==> src/rtl/terminal_uart_pkg.sv <==
// Shared constants for the terminal/UART peripheral: register map, status/control
// bit positions, serial FSM encodings and the control reset value.
package terminal_uart_pkg;

  localparam logic [2:0] ADDR_TERM    = 3'd0;
  localparam logic [2:0] ADDR_TXDATA  = 3'd1;
  localparam logic [2:0] ADDR_RXDATA  = 3'd2;
  localparam logic [2:0] ADDR_STATUS  = 3'd3;
  localparam logic [2:0] ADDR_CTRL    = 3'd4;
  localparam logic [2:0] ADDR_DIVISOR = 3'd5;
  localparam logic [2:0] ADDR_CLEAR   = 3'd6;

  localparam int ST_TX_FULL   = 0;
  localparam int ST_TX_EMPTY  = 1;
  localparam int ST_RX_EMPTY  = 2;
  localparam int ST_RX_FULL   = 3;
  localparam int ST_TX_BUSY   = 4;
  localparam int ST_RX_OVF    = 5;
  localparam int ST_TX_OVF    = 6;
  localparam int ST_FRAME_ERR = 7;

  localparam int CTRL_TX_EN     = 0;
  localparam int CTRL_RX_EN     = 1;
  localparam int CTRL_IRQ_RX_EN = 2;
  localparam int CTRL_IRQ_TX_EN = 3;

  localparam int CLR_RX_OVF    = 5;
  localparam int CLR_TX_OVF    = 6;
  localparam int CLR_FRAME_ERR = 7;
  localparam int CLR_TX_FLUSH  = 8;
  localparam int CLR_RX_FLUSH  = 9;

  localparam logic [1:0] TX_IDLE  = 2'd0;
  localparam logic [1:0] TX_START = 2'd1;
  localparam logic [1:0] TX_DATA  = 2'd2;
  localparam logic [1:0] TX_STOP  = 2'd3;

  localparam logic [1:0] RX_IDLE  = 2'd0;
  localparam logic [1:0] RX_START = 2'd1;
  localparam logic [1:0] RX_DATA  = 2'd2;
  localparam logic [1:0] RX_STOP  = 2'd3;

  localparam logic [3:0] CTRL_RESET = 4'h3;

  // A divisor below 2 would make the half-bit sample point collapse.
  function automatic logic [15:0] clamp_div(input logic [15:0] d);
    return (d < 16'd2) ? 16'd2 : d;
  endfunction

endpackage

==> src/rtl/terminal_fifo.sv <==
// Count-based synchronous FIFO; simultaneous push and pop always both succeed,
// flush wins over any same-cycle push or pop.
module terminal_fifo
  import terminal_uart_pkg::*;
#(
  parameter int DEPTH = 16,
  parameter int WIDTH = 8
) (
  input  logic                     clk,
  input  logic                     reset,
  input  logic                     push,
  input  logic                     pop,
  input  logic                     flush,
  input  logic [WIDTH-1:0]         din,
  output logic [WIDTH-1:0]         dout,
  output logic                     full,
  output logic                     empty,
  output logic [$clog2(DEPTH):0]   count
);

  localparam int AW = $clog2(DEPTH);
  localparam logic [AW-1:0] PTR_ONE = AW'(1);
  localparam logic [AW:0]   CNT_ONE = (AW+1)'(1);
  localparam logic [AW:0]   CNT_MAX = (AW+1)'(DEPTH);

  logic [WIDTH-1:0] mem_r [DEPTH];
  logic [AW-1:0]    wr_ptr_r;
  logic [AW-1:0]    rd_ptr_r;
  logic [AW:0]      count_r;
  logic             do_push_s;
  logic             do_pop_s;

  assign full      = (count_r == CNT_MAX);
  assign empty     = (count_r == {(AW+1){1'b0}});
  assign count     = count_r;
  assign dout      = mem_r[rd_ptr_r];
  assign do_push_s = push & (~full | pop);
  assign do_pop_s  = pop & (~empty | push);

  // Pointer and occupancy bookkeeping.
  always_ff @(posedge clk or posedge reset) begin
    if (reset) begin
      wr_ptr_r <= {AW{1'b0}};
      rd_ptr_r <= {AW{1'b0}};
      count_r  <= {(AW+1){1'b0}};
    end else if (flush) begin
      wr_ptr_r <= {AW{1'b0}};
      rd_ptr_r <= {AW{1'b0}};
      count_r  <= {(AW+1){1'b0}};
    end else begin
      if (do_push_s) wr_ptr_r <= wr_ptr_r + PTR_ONE;
      if (do_pop_s)  rd_ptr_r <= rd_ptr_r + PTR_ONE;
      case ({do_push_s, do_pop_s})
        2'b10:   count_r <= count_r + CNT_ONE;
        2'b01:   count_r <= count_r - CNT_ONE;
        default: count_r <= count_r;
      endcase
    end
  end

  // Storage array, no reset needed.
  always_ff @(posedge clk) begin
    if (do_push_s && !flush) mem_r[wr_ptr_r] <= din;
  end

endmodule

==> src/rtl/terminal_uart.sv <==
// Memory-mapped terminal port plus 8N1 UART with TX/RX FIFOs, programmable
// baud divisor, sticky error flags and a registered level interrupt.
module terminal_uart
  import terminal_uart_pkg::*;
#(
  parameter int          TX_DEPTH    = 16,
  parameter int          RX_DEPTH    = 16,
  parameter logic [15:0] DEFAULT_DIV = 16'd434,
  parameter int          SYNC_STAGES = 2
) (
  input  logic        clk,
  input  logic        reset,
  input  logic        we,
  input  logic        re,
  input  logic [31:0] addr,
  input  logic [31:0] data_write,
  output logic [31:0] data_read,
  output logic [7:0]  terminal_bus,
  output logic        uart_txd,
  input  logic        uart_rxd,
  output logic        irq
);

  localparam int TXCW = $clog2(TX_DEPTH) + 1;
  localparam int RXCW = $clog2(RX_DEPTH) + 1;

  logic [7:0]  term_r;
  logic [3:0]  ctrl_r;
  logic [15:0] div_r;
  logic        rx_ovf_r, tx_ovf_r, frame_err_r, irq_r;
  logic        sel_s, wr_s, clr_s;
  logic [2:0]  reg_s;
  logic        tx_push_s, tx_pop_s, tx_flush_s, tx_full_s, tx_empty_s;
  logic        rx_push_s, rx_pop_s, rx_flush_s, rx_full_s, rx_empty_s;
  logic [7:0]  tx_dout_s, rx_dout_s;
  logic [TXCW-1:0] tx_count_s;
  logic [RXCW-1:0] rx_count_s;
  logic [1:0]  tx_state_r, rx_state_r;
  logic [15:0] tx_cnt_r, tx_div_r, rx_cnt_r, rx_div_r;
  logic [2:0]  tx_bit_r, rx_bit_r;
  logic [7:0]  tx_shift_r, rx_shift_r;
  logic        txd_r, tx_bit_end_s, rx_bit_end_s, rxd_s, rxd_prev_r, frame_err_set_s;
  logic [15:0] rx_half_s;
  logic [SYNC_STAGES-1:0] sync_r;
  logic        unused_bits_s;

  assign sel_s      = (addr[31:3] == 29'd0);
  assign reg_s      = addr[2:0];
  assign wr_s       = we & sel_s;
  assign clr_s      = wr_s & (reg_s == ADDR_CLEAR);
  assign tx_push_s  = wr_s & (reg_s == ADDR_TXDATA);
  assign tx_flush_s = clr_s & data_write[CLR_TX_FLUSH];
  assign rx_flush_s = clr_s & data_write[CLR_RX_FLUSH];
  assign rx_pop_s   = re & ~we & sel_s & (reg_s == ADDR_RXDATA) & ~rx_empty_s;
  assign tx_pop_s   = (tx_state_r == TX_IDLE) & ctrl_r[CTRL_TX_EN] & ~tx_empty_s & ~tx_flush_s;
  assign unused_bits_s = ^data_write[31:16];

  terminal_fifo #(.DEPTH(TX_DEPTH), .WIDTH(8)) u_tx_fifo (
    .clk(clk), .reset(reset), .push(tx_push_s), .pop(tx_pop_s), .flush(tx_flush_s),
    .din(data_write[7:0]), .dout(tx_dout_s), .full(tx_full_s), .empty(tx_empty_s),
    .count(tx_count_s)
  );

  terminal_fifo #(.DEPTH(RX_DEPTH), .WIDTH(8)) u_rx_fifo (
    .clk(clk), .reset(reset), .push(rx_push_s), .pop(rx_pop_s), .flush(rx_flush_s),
    .din(rx_shift_r), .dout(rx_dout_s), .full(rx_full_s), .empty(rx_empty_s),
    .count(rx_count_s)
  );

  // Writable configuration registers.
  always_ff @(posedge clk or posedge reset) begin
    if (reset) begin
      term_r <= 8'd0;
      ctrl_r <= CTRL_RESET;
      div_r  <= DEFAULT_DIV;
    end else if (wr_s) begin
      case (reg_s)
        ADDR_TERM:    term_r <= data_write[7:0];
        ADDR_CTRL:    ctrl_r <= data_write[3:0];
        ADDR_DIVISOR: div_r  <= clamp_div(data_write[15:0]);
        default:      term_r <= term_r;
      endcase
    end else begin
      term_r <= term_r;
    end
  end

  // Sticky flags (a same-cycle set beats the W1C clear) and the interrupt.
  always_ff @(posedge clk or posedge reset) begin
    if (reset) begin
      rx_ovf_r    <= 1'b0;
      tx_ovf_r    <= 1'b0;
      frame_err_r <= 1'b0;
      irq_r       <= 1'b0;
    end else begin
      rx_ovf_r    <= (rx_push_s & rx_full_s & ~rx_pop_s) |
                     (rx_ovf_r & ~(clr_s & data_write[CLR_RX_OVF]));
      tx_ovf_r    <= (tx_push_s & tx_full_s & ~tx_pop_s) |
                     (tx_ovf_r & ~(clr_s & data_write[CLR_TX_OVF]));
      frame_err_r <= frame_err_set_s | (frame_err_r & ~(clr_s & data_write[CLR_FRAME_ERR]));
      irq_r       <= (ctrl_r[CTRL_IRQ_RX_EN] & ~rx_empty_s) | (ctrl_r[CTRL_IRQ_TX_EN] & tx_empty_s);
    end
  end

  assign tx_bit_end_s = (tx_cnt_r == tx_div_r - 16'd1);

  // Transmitter; txd_r follows the state one clock late, giving the pop-then-start latency.
  always_ff @(posedge clk or posedge reset) begin
    if (reset) begin
      tx_state_r <= TX_IDLE;
      tx_cnt_r   <= 16'd0;
      tx_bit_r   <= 3'd0;
      tx_shift_r <= 8'd0;
      tx_div_r   <= 16'd2;
      txd_r      <= 1'b1;
    end else begin
      case (tx_state_r)
        TX_IDLE: begin
          txd_r <= 1'b1;
          if (tx_pop_s) begin
            tx_state_r <= TX_START;
            tx_shift_r <= tx_dout_s;
            tx_div_r   <= div_r;
            tx_cnt_r   <= 16'd0;
          end
        end
        TX_START: begin
          txd_r <= 1'b0;
          if (tx_bit_end_s) begin
            tx_cnt_r   <= 16'd0;
            tx_bit_r   <= 3'd0;
            tx_state_r <= TX_DATA;
          end else tx_cnt_r <= tx_cnt_r + 16'd1;
        end
        TX_DATA: begin
          txd_r <= tx_shift_r[0];
          if (tx_bit_end_s) begin
            tx_cnt_r   <= 16'd0;
            tx_shift_r <= {1'b0, tx_shift_r[7:1]};
            if (tx_bit_r == 3'd7) tx_state_r <= TX_STOP;
            else                  tx_bit_r   <= tx_bit_r + 3'd1;
          end else tx_cnt_r <= tx_cnt_r + 16'd1;
        end
        TX_STOP: begin
          txd_r <= 1'b1;
          if (tx_bit_end_s) begin
            tx_cnt_r   <= 16'd0;
            tx_state_r <= TX_IDLE;
          end else tx_cnt_r <= tx_cnt_r + 16'd1;
        end
        default: tx_state_r <= TX_IDLE;
      endcase
    end
  end

  assign rxd_s           = sync_r[SYNC_STAGES-1];
  assign rx_half_s       = {1'b0, rx_div_r[15:1]} - 16'd1;
  assign rx_bit_end_s    = (rx_cnt_r == rx_div_r - 16'd1);
  assign rx_push_s       = (rx_state_r == RX_STOP) & rx_bit_end_s & rxd_s;
  assign frame_err_set_s = (rx_state_r == RX_STOP) & rx_bit_end_s & ~rxd_s;

  // Receiver: synchroniser, start-edge detect and mid-bit sampling.
  always_ff @(posedge clk or posedge reset) begin
    if (reset) begin
      sync_r     <= {SYNC_STAGES{1'b1}};
      rxd_prev_r <= 1'b1;
      rx_state_r <= RX_IDLE;
      rx_cnt_r   <= 16'd0;
      rx_bit_r   <= 3'd0;
      rx_shift_r <= 8'd0;
      rx_div_r   <= 16'd2;
    end else begin
      sync_r     <= {sync_r[SYNC_STAGES-2:0], uart_rxd};
      rxd_prev_r <= rxd_s;
      case (rx_state_r)
        RX_IDLE: begin
          if (ctrl_r[CTRL_RX_EN] && rxd_prev_r && !rxd_s) begin
            rx_state_r <= RX_START;
            rx_div_r   <= div_r;
            rx_cnt_r   <= 16'd0;
          end
        end
        RX_START: begin
          if (rx_cnt_r == rx_half_s) begin
            rx_cnt_r   <= 16'd0;
            rx_bit_r   <= 3'd0;
            rx_state_r <= rxd_s ? RX_IDLE : RX_DATA;
          end else rx_cnt_r <= rx_cnt_r + 16'd1;
        end
        RX_DATA: begin
          if (rx_bit_end_s) begin
            rx_cnt_r   <= 16'd0;
            rx_shift_r <= {rxd_s, rx_shift_r[7:1]};
            if (rx_bit_r == 3'd7) rx_state_r <= RX_STOP;
            else                  rx_bit_r   <= rx_bit_r + 3'd1;
          end else rx_cnt_r <= rx_cnt_r + 16'd1;
        end
        RX_STOP: begin
          if (rx_bit_end_s) begin
            rx_cnt_r   <= 16'd0;
            rx_state_r <= RX_IDLE;
          end else rx_cnt_r <= rx_cnt_r + 16'd1;
        end
        default: rx_state_r <= RX_IDLE;
      endcase
    end
  end

  // Combinational read mux.
  always_comb begin
    data_read = 32'd0;
    if (sel_s) begin
      case (reg_s)
        ADDR_TERM:    data_read = {24'd0, term_r};
        ADDR_RXDATA:  data_read = rx_empty_s ? 32'd0 : {24'd0, rx_dout_s};
        ADDR_STATUS:  data_read = {8'd0, 8'(tx_count_s), 8'(rx_count_s), frame_err_r, tx_ovf_r,
                                   rx_ovf_r, (tx_state_r != TX_IDLE), rx_full_s, rx_empty_s,
                                   tx_empty_s, tx_full_s};
        ADDR_CTRL:    data_read = {28'd0, ctrl_r};
        ADDR_DIVISOR: data_read = {16'd0, div_r};
        default:      data_read = 32'd0;
      endcase
    end else begin
      data_read = 32'd0;
    end
  end

  assign terminal_bus = term_r;
  assign uart_txd     = txd_r;
  assign irq          = irq_r;

endmodule

==> config.mk <==
export PLATFORM = sky130hd
export DESIGN_NAME = terminal_uart
export DESIGN_NICKNAME = d
export VERILOG_FILES = /design/src/rtl/terminal_uart_pkg.sv /design/src/rtl/terminal_fifo.sv /design/src/rtl/terminal_uart.sv
export SDC_FILE = /design/constraint.sdc
export NUM_CORES = 1
export LEC_CHECK = 0
export ABC_AREA = 1
export CAP_MARGIN = 10
export CORE_UTILIZATION = 50
export DETAILED_ROUTE_END_ITERATION = 10
export DONT_BUFFER_PORTS = 1
export SKIP_CTS_REPAIR_TIMING = 1
export SYNTH_ARGS = -nofsm -noshare
export SYNTH_HDL_FRONTEND = slang
export SYNTH_HIERARCHICAL = 1
export SYNTH_SLANG_ARGS = --single-unit
==> constraint.sdc <==
create_clock -name clk -period 5.6 [get_ports clk]
set_clock_uncertainty 0.15 [all_clocks]
set_input_delay 0.84 -clock clk [delete_from_list [all_inputs] [get_ports clk]]
set_output_delay 0.84 -clock clk [all_outputs]
set_load 0.02 [all_outputs]
==> results by group <==
Critical path
  – Crit-path max FO: 67
  – Cell family with most CP delay: compound AO/OA/AOI/OAI gates
  – Worst Path Buf+Inv: 1
  – Worst setup EP type: output port
  – CP Class: register to output port
  – WP data arrival: 3.58 ns
  – CP dominant cell by count: nand2_1
  – Worst Setup Start Kind: register
  – Slowest cell delay on critical path: 0.68 ns
  – Crit-path cells: inv_4, nand2_1, nand3_1, nand2_1, a31oi_1, nand2_1, nand2_1, nand2_1, a21oi_1
  – Worst path slowest cell: dfrtp_2
  – Worst Path Required: 4.61 ns

Die
  – Die width: 204 um
  – Die area: 41400 um2
  – Starting Density: 50.9%
  – Core box area: 39900 um2
  – # rows: 73
  – Die height: 204 um
  – I/O pin count: 111

Placement
  – Placed cells: 2667
  – HPWL Detailed: 34100 um
  – Final GP Congestion: 0.877
  – Number of I/O port buffers: 0

Synthesis
  – YS warnings: 6
  – Yosys cell types: 53
  – Post-synth EDFFs: 256
  – Leading area contributor after synthesis: edfxtp_1
  – Main synth FF type: edfxtp_1
  – Post-synth top area share: 37.8%
  – Top cells by area, synth: edfxtp_1, dfrtp_1, nand2_1, o21ai_0, nor2_1
  – Synthesized area: 20300 um2
  – Post-synth ARST share: 37.3%
  – Synthesized instance count: 2204
  – Register area share after synthesis: 56.6%
  – Synth Register Bits: 408
  – Average size of a mapped cell: 9.22 um2

Final layout
  – Fin cells: 2753
  – Layout cells sized above 1: 8.40%
  – Nets: 2292
  – Layout area overhead: 9.25%

Global route
  – Remaining global-route overflow: 0
  – Initial antenna violation count: 1
  – Number of global-route vias before repair: 14174
  – Total Routing Usage GR: 24.8%
  – Pin count of the biggest net entering global routing: 87
  – Global-route wire length before repair: 79100 um

Worst hold path
  – Worst min path class: input pin to asynchronous set/reset pin

STA
  – Achievable Freq: 219 MHz
  – Period utilization: 81.6%
  – Tmin final: 4.57 ns
  – Setup_tns: 0 ns
  – Slew HR: 20.9%
  – Final hold viol count: 0
  – Max-slew violations: 0
  – RSZ-0062 raised after global routing: no
  – Setup violators final: 0
  – Worst-Margin Slew: 1.18 ns

CTS
  – CTS Root Cell: clkbuf_16
  – TritonCTS clock tree: yes
  – Clock buffer count from CTS: 44
  – CTS Sinks: 408
  – Clock Path Buffers: 3
  – Clk_lat worst skew: 0.58 ns
  – Htree depth: 2
  – CTS clk-pin slew, worst paths: 0.06 ns

Drt
  – Via count: 14916
  – Drt initial violations: 1363
  – First-pass iteration count of the detailed router: 6
  – Post-route DRC violation count: 0
  – DR vias/cell: 5.42
  – Post-route ant nets: 0
  – WL final: 50100 um
  – Drt wl/cell: 18.2 um

Power and ir drop
  – Power Density: 285 nW/um2
  – P_leak: 9.47 nW
  – Worst vdd ir: 0.246 mV

Flow run
  – Max Cap Viol: 0

Run status
  – Run status: complete, no violations
## cells in the mapped netlist, types with 31 or more instances
| master | n |
|---|---|
| xor2_1 | 44 |
| nor3_1 | 33 |
| nand2_1 | 604 |
| inv_1 | 173 |
| clkbuf_1 | 31 |
| o21ai_0 | 166 |
| nor2_1 | 221 |
| dfrtp_1 | 139 |
| edfxtp_1 | 256 |
| o21ai_1 | 47 |
| a31oi_1 | 35 |
| nand3_1 | 120 |
## final cells by class
class	count	area, um2
fillers	3537	17700
multi-input cells	1523	7570
inverters	193	734
repair buffers	22	170
flip-flops and latches	408	11500
clock inverters	25	363
well taps	525	657
clock buffers	56	1190
diodes	1	2.50
## power breakdown
part	switching (mW)	internal (mW)	total [mW]	leakage, nW
Sequential	0.000712	3.19	3.19	4.46
Clock	1.21	1.88	3.09	0.751
Combinational	0.0396	0.00614	0.0458	4.26
Total	1.25	5.07	6.33	9.47
## flip-flops by register name, summed over array words and instances (netlist names), 2 cells and up, named ones only
register            count
ctrl_r                  4
u_tx_fifo/mem_r       128
tx_state_r              2
tx_shift_r              8
rx_cnt_r               16
sync_r                  2
u_rx_fifo/wr_ptr_r      4
terminal_bus            8
rx_shift_r              8
u_rx_fifo/mem_r       128
u_tx_fifo/rd_ptr_r      4
tx_div_r               16
u_rx_fifo/count         5
div_r                  16
rx_bit_r                3
tx_bit_r                3
rx_div_r               16
tx_cnt_r               16
u_tx_fifo/count         5
u_tx_fifo/wr_ptr_r      4
u_rx_fifo/rd_ptr_r      4
## layer usage
layer | GRT usage (%) | routed length [um]
met1 | 33.9 | 22600
met3 | 5.39 | 3180
met2 | 39.5 | 23100
met4 | 7.63 | 1240
met5 | 0 | 18
## final timing paths
| kind | startpoint | to | slack (ns) | cells past startpoint |
|---|---|---|---|---|
| min in group clk | uart_rxd | sync_r[0] | 0.11 | 0 |
| max reg2reg | rx_div_r[1] | u_rx_fifo/mem_r[7][0] | 1.50 | 17 |
| min | reset | u_rx_fifo/count[3] | 0.04 | 1 |
| max | u_rx_fifo/rd_ptr_r[0] | data_read[2] | 1.03 | 9 |
| min reg2reg | sync_r[0] | sync_r[1] | 0.21 | 0 |
| max in group asynchronous | reset | uart_txd | 4.07 | 2 |
## kinds of logic after synthesis
group	count (synthesis)	synth area share, %
flip-flops	408	56.6
adder cells (fa/ha/maj)	31	1.98
buffers and inverters	283	6.29
AND/OR/NAND/NOR	1081	22.9
other	1	0.0185
AO/OA/AOI/OAI	329	9.10
XOR/XNOR	70	3.02
multiplexers	1	0.0554
## layout by cell type (no fill, tap or decap), types with 4 or more instances in the layout
cell type | synthesis | layout
inv_2 | 12 | 12
nor4_1 | 4 | 4
or2_2 | 6 | 6
xor2_1 | 44 | 44
nor2_1 | 221 | 220
nand2_2 | 13 | 13
dfrtp_1 | 139 | 137
buf_4 | 22 | 18
nand3_2 | 6 | 6
o211ai_1 | 22 | 22
nor2_4 | 9 | 9
clkbuf_8 | 0 | 4
ha_1 | 29 | 29
a21oi_1 | 19 | 19
nand2_1 | 604 | 604
o21ai_0 | 166 | 166
a22oi_1 | 4 | 4
a31oi_1 | 35 | 35
o22ai_1 | 21 | 21
nand3_1 | 120 | 120
conb_1 | 1 | 11
nor2_2 | 18 | 19
clkbuf_1 | 31 | 8
nand3b_1 | 10 | 10
inv_1 | 173 | 172
dfstp_2 | 13 | 13
edfxtp_1 | 256 | 256
o21ai_1 | 47 | 47
clkbuf_16 | 0 | 44
clkinv_1 | 6 | 9
clkinv_2 | 0 | 8
nor3_1 | 33 | 33
bufinv_16 | 0 | 8
xnor2_1 | 26 | 26
nand4_1 | 27 | 27
## per-stage QoR
stage,hold WS [ns],utilization (%),total power [mW],worst slack [ns],area (um2)
2_1_floorplan,0.195,-,3.30,1.28,20400
3_3_place_gp,0.196,51.6,3.30,1.40,20600
3_5_place_dp,0.197,51.6,3.30,1.40,20600
4_1_cts,0.0289,55.5,6.38,1.04,22200
5_1_grt,0.0549,55.6,6.50,0.772,22200
6_report,0.0401,55.6,6.33,1.03,22200
No activity file was read; power rests on OpenSTA's default activity.
